--- config.mk ---
export PLATFORM = sky130hd
export DESIGN_NAME = bps_gen_multi_flat
export DESIGN_NICKNAME = d
export VERILOG_FILES = /design/src/rtl/bps_gen_multi_if.sv /design/src/rtl/bps_gen_multi.sv /design/src/flat_wrapper.sv
export SDC_FILE = /design/constraint.sdc
export NUM_CORES = 1
export LEC_CHECK = 0
export BUFFER_PORTS_ARGS = -buffer_cell sky130_fd_sc_hd__buf_2
export CELL_PAD_IN_SITES_DETAIL_PLACEMENT = 1
export CELL_PAD_IN_SITES_GLOBAL_PLACEMENT = 1
export CORE_UTILIZATION = 47
export CTS_CLUSTER_SIZE = 16
export DETAILED_ROUTE_END_ITERATION = 8
export GPL_TIMING_DRIVEN = 0
export HOLD_SLACK_MARGIN = 0.1
export PLACE_DENSITY = 0.82
export SYNTH_ARGS = -nofsm -noshare
export SYNTH_HDL_FRONTEND = slang
export SYNTH_SLANG_ARGS = --single-unit
--- constraint.sdc ---
create_clock -name clk -period 9.39 [get_ports clk]
set_input_delay 0.939 -clock clk [delete_from_list [all_inputs] [get_ports clk]]
set_output_delay 0.939 -clock clk [all_outputs]
set_load 0.02 [all_outputs]
--- src/rtl/bps_gen_multi_if.sv ---
// Control and strobe bundle between the UART shifters and the baud-tick generator.
// The generator is the slave; whoever selects rates and re-aligns RX timing is the master.
interface bps_gen_multi_if #(
    parameter int CNT_W = 16
);
    logic [3:0]       baud_sel;
    logic [CNT_W-1:0] div_custom;
    logic             tx_clr;
    logic             rx_en;
    logic             rx_start;
    logic             tx_tick;
    logic             rx_mid_tick;
    logic             rx_os_tick;
    logic [CNT_W-1:0] bps_num;

    modport master (
        output baud_sel, div_custom, tx_clr, rx_en, rx_start,
        input  tx_tick, rx_mid_tick, rx_os_tick, bps_num
    );

    modport slave (
        input  baud_sel, div_custom, tx_clr, rx_en, rx_start,
        output tx_tick, rx_mid_tick, rx_os_tick, bps_num
    );
endinterface

--- src/rtl/bps_gen_multi.sv ---
// Baud-tick generator: TX bit strobe plus RX mid-bit and oversample strobes from one clock.
// The active divisor only changes on TX period boundaries so no strobe is ever shortened mid-bit.
module bps_gen_multi #(
    parameter int CLK_HZ   = 100_000_000,
    parameter int CNT_W    = 16,
    parameter int OVS_LOG2 = 4
) (
    input  logic             clk,
    input  logic             rst,
    bps_gen_multi_if.slave   bus
);
    localparam int DIV_9600   = (CLK_HZ + 9600 / 2) / 9600;
    localparam int DIV_19200  = (CLK_HZ + 19200 / 2) / 19200;
    localparam int DIV_38400  = (CLK_HZ + 38400 / 2) / 38400;
    localparam int DIV_57600  = (CLK_HZ + 57600 / 2) / 57600;
    localparam int DIV_115200 = (CLK_HZ + 115200 / 2) / 115200;
    localparam int DIV_230400 = (CLK_HZ + 230400 / 2) / 230400;
    localparam int DIV_460800 = (CLK_HZ + 460800 / 2) / 460800;
    localparam int DIV_921600 = (CLK_HZ + 921600 / 2) / 921600;

    localparam logic [CNT_W-1:0] CNT_ONE = CNT_W'(1);
    localparam logic [CNT_W-1:0] CNT_TWO = CNT_W'(2);

    // A divisor of 1 would make every cycle a wrap and break the half-bit math.
    function automatic logic [CNT_W-1:0] clamp_div(input logic [CNT_W-1:0] v);
        if (v < CNT_TWO) begin
            clamp_div = CNT_TWO;
        end else begin
            clamp_div = v;
        end
    endfunction

    logic [CNT_W-1:0] sel_raw_s;
    logic [CNT_W-1:0] sel_div_s;
    logic [CNT_W-1:0] half_raw_s;
    logic [CNT_W-1:0] half_s;
    logic [CNT_W-1:0] os_raw_s;
    logic [CNT_W-1:0] os_div_s;
    logic [CNT_W-1:0] rx_target_s;

    logic [CNT_W-1:0] bps_num_q, bps_num_d;
    logic [CNT_W-1:0] tx_cnt_q, tx_cnt_d;
    logic             tx_tick_q, tx_tick_d;
    logic [CNT_W-1:0] rx_cnt_q, rx_cnt_d;
    logic [CNT_W-1:0] os_cnt_q, os_cnt_d;
    logic             first_q, first_d;
    logic             rx_mid_tick_q, rx_mid_tick_d;
    logic             rx_os_tick_q, rx_os_tick_d;

    // Rate table lookup; unused codes fall back to 115200.
    always_comb begin
        sel_raw_s = CNT_W'(DIV_115200);
        case (bus.baud_sel)
            4'd0:    sel_raw_s = bus.div_custom;
            4'd1:    sel_raw_s = CNT_W'(DIV_9600);
            4'd2:    sel_raw_s = CNT_W'(DIV_19200);
            4'd3:    sel_raw_s = CNT_W'(DIV_38400);
            4'd4:    sel_raw_s = CNT_W'(DIV_57600);
            4'd5:    sel_raw_s = CNT_W'(DIV_115200);
            4'd6:    sel_raw_s = CNT_W'(DIV_230400);
            4'd7:    sel_raw_s = CNT_W'(DIV_460800);
            4'd8:    sel_raw_s = CNT_W'(DIV_921600);
            default: sel_raw_s = CNT_W'(DIV_115200);
        endcase
        sel_div_s = clamp_div(sel_raw_s);
    end

    // Half-bit and oversample periods derived from the active divisor, floored at one cycle.
    always_comb begin
        half_raw_s = bps_num_q >> 1;
        os_raw_s   = bps_num_q >> OVS_LOG2;
        if (half_raw_s == '0) begin
            half_s = CNT_ONE;
        end else begin
            half_s = half_raw_s;
        end
        if (os_raw_s == '0) begin
            os_div_s = CNT_ONE;
        end else begin
            os_div_s = os_raw_s;
        end
        if (first_q) begin
            rx_target_s = half_s;
        end else begin
            rx_target_s = bps_num_q;
        end
    end

    // TX bit timing; clear beats a coincident wrap. The >= compare lets a shrunk divisor wrap at once.
    always_comb begin
        bps_num_d = bps_num_q;
        tx_cnt_d  = tx_cnt_q + CNT_ONE;
        tx_tick_d = 1'b0;
        if (bus.tx_clr) begin
            bps_num_d = sel_div_s;
            tx_cnt_d  = CNT_ONE;
            tx_tick_d = 1'b0;
        end else if (tx_cnt_q >= bps_num_q) begin
            bps_num_d = sel_div_s;
            tx_cnt_d  = CNT_ONE;
            tx_tick_d = 1'b1;
        end else begin
            bps_num_d = bps_num_q;
            tx_cnt_d  = tx_cnt_q + CNT_ONE;
            tx_tick_d = 1'b0;
        end
    end

    // RX mid-bit and oversample timing; a start pulse (or disable) restarts both and suppresses ticks.
    always_comb begin
        rx_cnt_d      = rx_cnt_q + CNT_ONE;
        os_cnt_d      = os_cnt_q + CNT_ONE;
        first_d       = first_q;
        rx_mid_tick_d = 1'b0;
        rx_os_tick_d  = 1'b0;
        if (!bus.rx_en || bus.rx_start) begin
            rx_cnt_d      = CNT_ONE;
            os_cnt_d      = CNT_ONE;
            first_d       = 1'b1;
            rx_mid_tick_d = 1'b0;
            rx_os_tick_d  = 1'b0;
        end else begin
            if (rx_cnt_q >= rx_target_s) begin
                rx_cnt_d      = CNT_ONE;
                first_d       = 1'b0;
                rx_mid_tick_d = 1'b1;
            end else begin
                rx_cnt_d      = rx_cnt_q + CNT_ONE;
                first_d       = first_q;
                rx_mid_tick_d = 1'b0;
            end
            if (os_cnt_q >= os_div_s) begin
                os_cnt_d     = CNT_ONE;
                rx_os_tick_d = 1'b1;
            end else begin
                os_cnt_d     = os_cnt_q + CNT_ONE;
                rx_os_tick_d = 1'b0;
            end
        end
    end

    // State and output registers; reset loads the currently selected divisor.
    always_ff @(posedge clk) begin
        if (rst) begin
            bps_num_q     <= sel_div_s;
            tx_cnt_q      <= CNT_ONE;
            tx_tick_q     <= 1'b0;
            rx_cnt_q      <= CNT_ONE;
            os_cnt_q      <= CNT_ONE;
            first_q       <= 1'b1;
            rx_mid_tick_q <= 1'b0;
            rx_os_tick_q  <= 1'b0;
        end else begin
            bps_num_q     <= bps_num_d;
            tx_cnt_q      <= tx_cnt_d;
            tx_tick_q     <= tx_tick_d;
            rx_cnt_q      <= rx_cnt_d;
            os_cnt_q      <= os_cnt_d;
            first_q       <= first_d;
            rx_mid_tick_q <= rx_mid_tick_d;
            rx_os_tick_q  <= rx_os_tick_d;
        end
    end

    assign bus.tx_tick     = tx_tick_q;
    assign bus.rx_mid_tick = rx_mid_tick_q;
    assign bus.rx_os_tick  = rx_os_tick_q;
    assign bus.bps_num     = bps_num_q;
endmodule

--- src/flat_wrapper.sv ---
// flat-port wrapper written by rule: the top's interface ports become plain ports
module bps_gen_multi_flat 
#(
    parameter int CLK_HZ   = 100_000_000,
    parameter int CNT_W    = 16,
    parameter int OVS_LOG2 = 4
)
  (clk, rst, bus_baud_sel, bus_div_custom, bus_tx_clr, bus_rx_en, bus_rx_start, bus_tx_tick, bus_rx_mid_tick, bus_rx_os_tick, bus_bps_num);
  bps_gen_multi_if #(.CNT_W(CNT_W)) bus_i ();
  input  logic clk;
  input  logic rst;
  input wire logic [$bits(bus_i.baud_sel)-1:0] bus_baud_sel;
  input wire logic [$bits(bus_i.div_custom)-1:0] bus_div_custom;
  input wire logic [$bits(bus_i.tx_clr)-1:0] bus_tx_clr;
  input wire logic [$bits(bus_i.rx_en)-1:0] bus_rx_en;
  input wire logic [$bits(bus_i.rx_start)-1:0] bus_rx_start;
  output wire logic [$bits(bus_i.tx_tick)-1:0] bus_tx_tick;
  output wire logic [$bits(bus_i.rx_mid_tick)-1:0] bus_rx_mid_tick;
  output wire logic [$bits(bus_i.rx_os_tick)-1:0] bus_rx_os_tick;
  output wire logic [$bits(bus_i.bps_num)-1:0] bus_bps_num;
  assign bus_i.baud_sel = bus_baud_sel;
  assign bus_i.div_custom = bus_div_custom;
  assign bus_i.tx_clr = bus_tx_clr;
  assign bus_i.rx_en = bus_rx_en;
  assign bus_i.rx_start = bus_rx_start;
  assign bus_tx_tick = bus_i.tx_tick;
  assign bus_rx_mid_tick = bus_i.rx_mid_tick;
  assign bus_rx_os_tick = bus_i.rx_os_tick;
  assign bus_bps_num = bus_i.bps_num;
  bps_gen_multi #(.CLK_HZ(CLK_HZ), .CNT_W(CNT_W), .OVS_LOG2(OVS_LOG2)) u_core (.clk(clk), .rst(rst), .bus(bus_i));
endmodule
Word-level counts from Yosys, hierarchy flattened
Cells that the tools add are included.
Cells by class
  equality and inequality tests: 7
  reduce and logical (&&, ||, !) cells: 11
  $lt $le $gt $ge: 4
  muxes and demuxes: 11
  add/subtract/negate cells: 3
Operators with widths (number)
  $pmux 16 s8: 1
  $mux 16: 5
  $add 16x1->16 const B: 3
  $ge 16x16->1: 2
  $logic_not 16->1: 2
  $ge 16x12->1: 1
  $lt 16x2->1 const B: 1
  $mux 15: 1
  $eq 4x3->1 const B: 3
  $mux 12: 1
  $reduce_or 3->1: 3
  $eq 4x2->1 const B: 2
  $eq 4x1->1 const B: 1
  $eq 4x4->1 const B: 1
  $logic_not 4->1: 1
  $reduce_or 2->1: 2
  $mux 1: 3
  $reduce_bool 3->1: 1
  $logic_not 1->1: 1
  $logic_or 1x1->1: 1
Word-level totals
  bits in registers: 68
  input bits: 25
  output and inout port bits: 19
  logic and storage cells: 44

Depth between registers and ports, before layout
Gate-level depths: netlist (run 1).
  depth in word-level cells: 7
  depth in mapped cells: 13
  depth with buffers taken out: 11

Worst setup path before layout (run 1)
Ideal clock, no wire load.
  path kind: register to register
  from: reg u_core.first_q
  to: reg u_core.rx_cnt_q[11]
  slack: 6.356 ns
  required time: 9.326 ns
  library setup time: 0.064 ns
  stages on the path, launching flop included: 13
  period minus slack after synthesis: 3.034 ns
  arrival time: 2.970 ns
  cell sequence: dfxtp_1 > clkbuf_1 > clkbuf_1 > nor2_1 > a21oi_1 > ha_1 > nand2b_1 > a2111oi_0 > nor4_1 > or4b_1 > clkbuf_1 > buf_2 > nor2_1
On the way
  cells in the longest elaborated chain, start to end: 3
RTL lines
  from (decl): line bps_gen_multi.sv:46  | logic first_q, first_d;
  from (signal assigned): line bps_gen_multi.sv:159  | first_q <= first_d;
  $mux 16: line bps_gen_multi.sv:82  | if (first_q) begin
  $ge 16x16->1: line bps_gen_multi.sv:123  | if (rx_cnt_q >= rx_target_s) begin
  $reduce_or 3->1 (no source line)
  to (signal assigned): line bps_gen_multi.sv:157  | rx_cnt_q <= rx_cnt_d;
  to (decl): line bps_gen_multi.sv:44  | logic [CNT_W-1:0] rx_cnt_q, rx_cnt_d;
Every way passes these cells.
A chain may end at the register's enable or synchronous reset.

Worst setup path in the final report (run 1)
  from: reg u_core.first_q
  to: reg u_core.rx_cnt_q[12]
The elaborated chain is that of the path after synthesis.

==> results of run 1 <==
[logic make-up (layout without fill, tap and decap cells)]
logic type,Yosys count,in the layout,synth area share [%]
multiplexers,14,14,3.395
flip-flops,68,68,36.86
AND/OR/NAND/NOR,183,183,22.22
AO/OA/AOI/OAI,61,61,10.06
adder cells (fa/ha/maj),47,47,14.25
buffers and inverters,50,107,4.850
other,1,3,0.09085
XOR/XNOR,39,39,8.275
[layout make-up]
type	count	area, µm²	area share, %
Buffer	15	68.82	1.475
Clock buffer	14	182.7	3.916
Tap cell	105	131.4	2.817
Timing Repair Buffer	42	210.2	4.506
Multi-Input combinational cell	347	2414	51.74
Clock inverter	1	5.005	0.1073
Sequential cell	68	1521	32.62
Inverter	35	131.4	2.817
[Yosys cell counts, drive strengths merged (2+ instances only)]
cell and n:
a2111oi 4, a211oi 3, a21boi 2, a21o 5
a21oi 16, a221oi 2, and2 3, and3 11
and4 5, buf 3, clkbuf 12, dfxtp 52
edfxtp 16, ha 47, inv 34, mux2i 14
nand2 18, nand2b 5, nand3 29, nand4 13
nor2 69, nor3 10, nor3b 3, nor4 8
o211a 3, o21a 5, o21ai 10, o221ai 2
o22ai 2, or4 2, or4b 2, xnor2 11
xor2 28
[state kept, by name, indices dropped and copies added, names as in the netlist]
| register | cells |
|---|---|
| u_core.bus.bps_num | 16 |
| u_core.bus.rx_mid_tick | 1 |
| u_core.bus.rx_os_tick | 1 |
| u_core.bus.tx_tick | 1 |
| u_core.first_q | 1 |
| u_core.os_cnt_q | 16 |
| u_core.rx_cnt_q | 16 |
| u_core.tx_cnt_q | 16 |
[through the flow]
step	setup slack (ps)	util, %	hold slack [ps]
global placement	5807	53.68	467.5
detailed placement	5667	53.68	457.7
finish	5642	55.93	474.3
floorplan	6356	-	418.4
CTS	5636	55.93	475.1
global route	5333	55.93	506.7
[path summary, 6_finish.rpt]
check / slack, ps / endpoint / start / depth (start not counted)
worst max-delay path: 5640 / u_core.rx_cnt_q[12]$_SDFF_PP0_ / u_core.first_q$_SDFFE_PP1P_ / 12
worst min-delay path: 470 / u_core.tx_cnt_q[0]$_SDFF_PP1_ / u_core.tx_cnt_q[0]$_SDFF_PP1_ / 1
worst max register to register: 5640 / u_core.rx_cnt_q[12]$_SDFF_PP0_ / u_core.first_q$_SDFFE_PP1P_ / 12
worst min register to register: 470 / u_core.tx_cnt_q[0]$_SDFF_PP1_ / u_core.tx_cnt_q[0]$_SDFF_PP1_ / 1
[where the power goes]
group / internal, W / switching, W / leakage [nW]
clock network: 0.000123 / 0.000107 / 0.0986
registers: 0.000308 / 0.0000132 / 0.588
logic: 0.0000284 / 0.0000433 / 1.42
[critical path, cell delays in order, from the launching register on]
cell	delay [ps]
dfxtp_1	310
clkbuf_1	520
clkbuf_1	590
nor2_1	110
a21oi_1	160
ha_1	240
nand2b_1	140
a2111oi_0	460
nor4_1	150
or4b_1	500
clkbuf_1	180
buf_2	210
nor2_1	120
[per-layer routing]
metal,vias to the layer above,share of wire (%),global-route usage [%]
met2,53,50,44.23
met1,1713,46,30.12
met5,-,0,0
met4,0,1.3,7.090
li1,1758,-,-
met3,10,2.9,4.028
==> flow_summary.yaml, run 1 <==
pwr:
  vdd_ir_drop_max_uv: 71.53
  p_per_area_nw_per_um2: 133.5
  p_leak_nw: 2.105
  finalPower_w: 0.0006228
job:
  drv_cap: 0
place:
  place_congestion: 0.8836
  place_area_um2: 4477
  dpl.hpwl_um: 8126
  port_buffers: 42
  placed_cells: 612
yosys:
  yosys_warnings: 0
  ys.flop_type: "dfxtp_1"
  synth_area_per_cell_um2: 8.915
  async_flop_share_pct: 0
  netlist.area_leader.share_pct: 25.22
  netlist_instances: 463
  yosysUniqueCellTypes: 51
  synth_area_um2: 4128
  netlist_top_cells_area: "dfxtp_1 25%, ha_1 14%, edfxtp_1 12%, nor2_1 6.3%, xor2_1 5.9%"
  yosysTopAreaCell: "dfxtp_1"
  synth-seq-cells: 68
  synth_edf_count: 16
  ys_seq_area_share_pct: 36.86
timing:
  finalHoldViolCount: 0
  period_minus_slack_ps: 3748
  fmax_ghz: 0.2668
  relSlewSlack_pct: 54.96
  worstMarginPinSlew_ps: 675.6
  setup_viol: 0
  rsz0062_at_grt: "no"
  fin_crit_sh_pct: 39.91
  fin_setup_tns_ps: 0
  drv_slew: 0
  clock_skew_ps: 12.47
floorplanning:
  design.die.area_um2: 9161
  initial_core_util_pct: 49.49
  die_w_um: 95.72
  ioPinCount: 44
  core_um2: 8341
  rows: 33
  dieHeight_um: 95.72
layout:
  stdcell_count: 627
  design_area_um2: 4664
  nets: 590
  diodes: 0
  area_growth_pct: 13.00
  final_common_cell: "nor2_1"
  fillCellCount: 1018
  drive_gt1_share_pct: 11.88
  final_cell_mix: "69 x nor2_1, 52 x dfxtp_1, 47 x ha_1"
detailed_routing:
  drt_first_iter_violations: 110
  drc: 0
  first_pass_iters: 4
  ant_nets: 0
  vias: 3534
  drt-vias-per-instance: 5.636
  wl_per_cell_um: 16.42
  wl_um: 10300
clock_tree:
  numCtsBuffers: 9
  cts.sinks: 68
  cts.clk_slew.worst_paths_ps: 80
  cts_buffer_depth: 2
  htreeDepth: 3
  holdBufCountCts: 0
  cts_tree: "yes"
  root_buffer: "clkbuf_8"
  insertion_delay_ps: 340
  cts_setup_buffers: 0
  cts_resized: 0
setup_path:
  endpoint_kind: "register"
  worst_ep_required_time_ps: 9670
  crit_arrival_ps: 4030
  critPathKind: "register to register"
  cp_max_fo: 10
  startpoint_type: "register"
global_routing:
  grt_max_degree: 26
  grt_overflow: 0
  grt_pass1_wl_um: 17140
  grtUsageTotal_pct: 24.60
  grt_pass1_vias: 3577
  antenna_found_initial: 0
run_status:
  status: "finished, final reports clean"
min_path:
  worstHoldPathType: "register to register"
(Power assumes the default switching activity.)
==> run 2, diff against run 1 <==
--- a/config.mk
+++ b/config.mk
@@ -5,15 +5,16 @@
 export SDC_FILE = /design/constraint.sdc
 export NUM_CORES = 1
 export LEC_CHECK = 0
+export ABC_AREA = 1
 export BUFFER_PORTS_ARGS = -buffer_cell sky130_fd_sc_hd__buf_2
 export CELL_PAD_IN_SITES_DETAIL_PLACEMENT = 1
 export CELL_PAD_IN_SITES_GLOBAL_PLACEMENT = 1
-export CORE_UTILIZATION = 47
+export CORE_UTILIZATION = 39
 export CTS_CLUSTER_SIZE = 16
 export DETAILED_ROUTE_END_ITERATION = 8
 export GPL_TIMING_DRIVEN = 0
 export HOLD_SLACK_MARGIN = 0.1
-export PLACE_DENSITY = 0.82
+export PLACE_DENSITY = 0.75
 export SYNTH_ARGS = -nofsm -noshare
 export SYNTH_HDL_FRONTEND = slang
 export SYNTH_SLANG_ARGS = --single-unit
==> constraint.sdc (replaced) <==
create_clock -name clk -period 3.1 [get_ports clk]
set_input_delay 0.31 -clock clk [delete_from_list [all_inputs] [get_ports clk]]
set_output_delay 0.31 -clock clk [all_outputs]
set_load 0.02 [all_outputs]
==> flow_summary.yaml, run 2 <==
yosys:
  synth-xor-area-share_pct: 7.425
  netlist_top_cells_area: "dfxtp_1 24%, ha_1 13%, edfxtp_1 11%, nand2_1 9.3%, nor2_1 8.4%"
  synth_edf_count: 16
  synth_area_per_cell_um2: 7.422
  netlist_instances: 588
  ys.flop_type: "dfxtp_1"
  yosysTopAreaCell: "dfxtp_1"
  async_flop_share_pct: 0
  synth_top_family_by_area: "simple AND/OR/NAND/NOR gates"
  yosys_warnings: 0
  synth_commonest_cells: "108 x nand2_1, 98 x nor2_1, 89 x inv_1"
  netlist.area_leader.share_pct: 23.85
  synthMuxAreaShare_pct: 0
  synth-compound-area-share_pct: 6.623
  synth_area_um2: 4364
  synth-seq-cells: 68
  yosysUniqueCellTypes: 35
  yosys.area_share.adder_pct: 13.47
  ys_seq_area_share_pct: 34.86
  yosys.area_share.simple_pct: 28.18
  yosysMostFrequentCell: "nand2_1"
global_routing:
  grtUsageTotal_pct: 21.35
  grt_pass1_wl_um: 18860
  grt_overflow: 0
  grt_pass1_vias: 4061
  grt_max_degree: 26
  antenna_found_initial: 0
floorplanning:
  design.die.area_um2: 11620
  die_w_um: 107.8
  dieHeight_um: 107.8
  core_um2: 10890
  rows: 38
  initial_core_util_pct: 40.08
  ioPinCount: 44
detailed_routing:
  wl_um: 11310
  ant_nets: 0
  vias: 3913
  drc: 0
  drt-vias-per-instance: 4.966
  wl_per_cell_um: 14.35
  drt_first_iter_violations: 96
  first_pass_iters: 4
place:
  placed_cells: 772
  port_buffers: 42
  place_ws_ps: 320.7
  dpl.hpwl_um: 9233
  place_congestion: 0.8688
clock_tree:
  cts_resized: 0
  cts_tree: "yes"
  cts.sinks: 68
  cts_setup_buffers: 0
  root_buffer: "clkbuf_8"
  holdBufCountCts: 0
  htreeDepth: 3
  cts.clk_slew.worst_paths_ps: 80
  cts_buffer_depth: 2
  numCtsBuffers: 9
  insertion_delay_ps: 370
setup_path:
  r2r-start: "u_core.bus.bps_num[14]$_SDFFCE_PN0P_"
  slowest_stage: "edfxtp_1"
  crit_arrival_ps: 3040
  endpoint_kind: "register"
  cp_max_fo: 10
  critPathKind: "register to register"
  max_stage_delay_ps: 400
  cpMostUsedCell: "nand2_1"
  startpoint: "u_core.bus.bps_num[14]$_SDFFCE_PN0P_"
  worst_ep_required_time_ps: 3400
  path_cells: "inv_1 > nand4_1 > nor3_1 > nand4_1 > a21oi_1 > ha_1 > inv_1 > a21oi_1 > nand2_1 > nand2_1 > nand2_1 > nand2_1 > nand2_1 > nand2_1 > nand3_2 > buf_2 > nor2_1"
  startpoint_type: "register"
timing:
  fin_ws_ps: 358.5
  setup_viol: 0
  fin_setup_tns_ps: 0
  rsz0062_at_grt: "no"
  period_minus_slack_ps: 2742
  fin_crit_sh_pct: 88.44
  clock_skew_ps: 8.539
  drv_slew: 0
  fmax_ghz: 0.3648
  finalHoldViolCount: 0
pwr:
  finalPower_w: 0.001965
  p_leak_nw: 2.324
  vdd_ir_drop_max_uv: 368.3
  p_per_area_nw_per_um2: 397.1
min_path:
  worstHoldPathType: "input port to register"
  min_from: "bus_rx_start"
layout:
  nets: 715
  stdcell_count: 788
  post-route-util_pct: 45.45
  area_growth_pct: 13.39
  drive_gt1_share_pct: 13.12
  diodes: 0
  final_common_cell: "nand2_1"
  final_cell_mix: "108 x nand2_1, 98 x nor2_1, 89 x inv_1"
job:
  drv_cap: 0
run_status:
  status: "finished, final reports clean"
## run 2: changes by cell type after synthesis, sizes merged, moves of 4 or more
cell	previous run	this run
nor4	8	1
nand2	18	110
a21oi	16	33
nand2b	5	0
nor2	69	106
and3	11	0
and4	5	0
inv	34	94
a21o	5	0
clkbuf	12	3
o21ai	10	14
a2111oi	4	0
o21a	5	1
mux2i	14	0
## run 2: cell type report
| class | count | area (µm²) |
|---|---|---|
| Inverter | 94 | 352.8 |
| Clock inverter | 7 | 67.56 |
| Tap cell | 140 | 175.2 |
| Timing Repair Buffer | 42 | 210.2 |
| Buffer | 8 | 55.05 |
| Clock buffer | 9 | 123.9 |
| Multi-Input combinational cell | 420 | 2442 |
| Sequential cell | 68 | 1521 |
| Fill cell | 1379 | 5939 |
## run 2: stage by stage
stage | hold slack, ps | cell area [µm²]
after floorplan | 413.9 | 4372
after CTS | 181.5 | 4949
final | 201.6 | 4949
after global routing | 194.5 | 4949
after detailed placement | 443.9 | 4757
after global placement | 430.8 | 4757
## run 2: path summary, 6_finish.rpt
| check | endpoint | slack (ps) | cells after the start |
|---|---|---|---|
| max | u_core.rx_cnt_q[15]$_SDFF_PP0_ | 360 | 17 |
| min | u_core.first_q$_SDFFE_PP1P_ | 200 | 3 |
| max reg2reg | u_core.rx_cnt_q[15]$_SDFF_PP0_ | 360 | 17 |
| min reg2reg | u_core.os_cnt_q[0]$_SDFF_PP1_ | 470 | 1 |
## run 2: routing by layer
layer / global-route usage [%] / wire length, µm / up-vias / part of all wire (%)
met2: 38.37 / 5541 / 57 / 49
met5: 0 / 0 / - / 0
met1: 24.41 / 5227 / 1856 / 46
met4: 6.849 / 171 / 0 / 1.5
li1: - / - / 1985 / -
met3: 5.569 / 370 / 15 / 3.3
## run 2: cells by family (layout without fill, tap and decap cells)
family                     Yosys count  count (layout)
and+or+nand+nor                    279             279
buffers and inverters              102             160
DFF                                 68              68
AOI/OAI and AO/OA                   54              54
adders and majority gates           47              47
xor gates and xnor gates            37              37
other                                1               3
## run 2: where the power goes
part           switching, W  internal (W)  leakage, nW
clock              0.000369      0.000367       0.0926
sequential        0.0000303      0.000935        0.589
combinational      0.000172     0.0000920         1.64
total              0.000572       0.00139         2.32
## run 2: worst max-delay path, delay by kind of cell (launching register included)
kind,cells,cell delay [ps]
and+or+nand+nor,11,1260
buffers and inverters,3,490
DFF,1,400
AOI/OAI and AO/OA,2,330
adders and majority gates,1,170
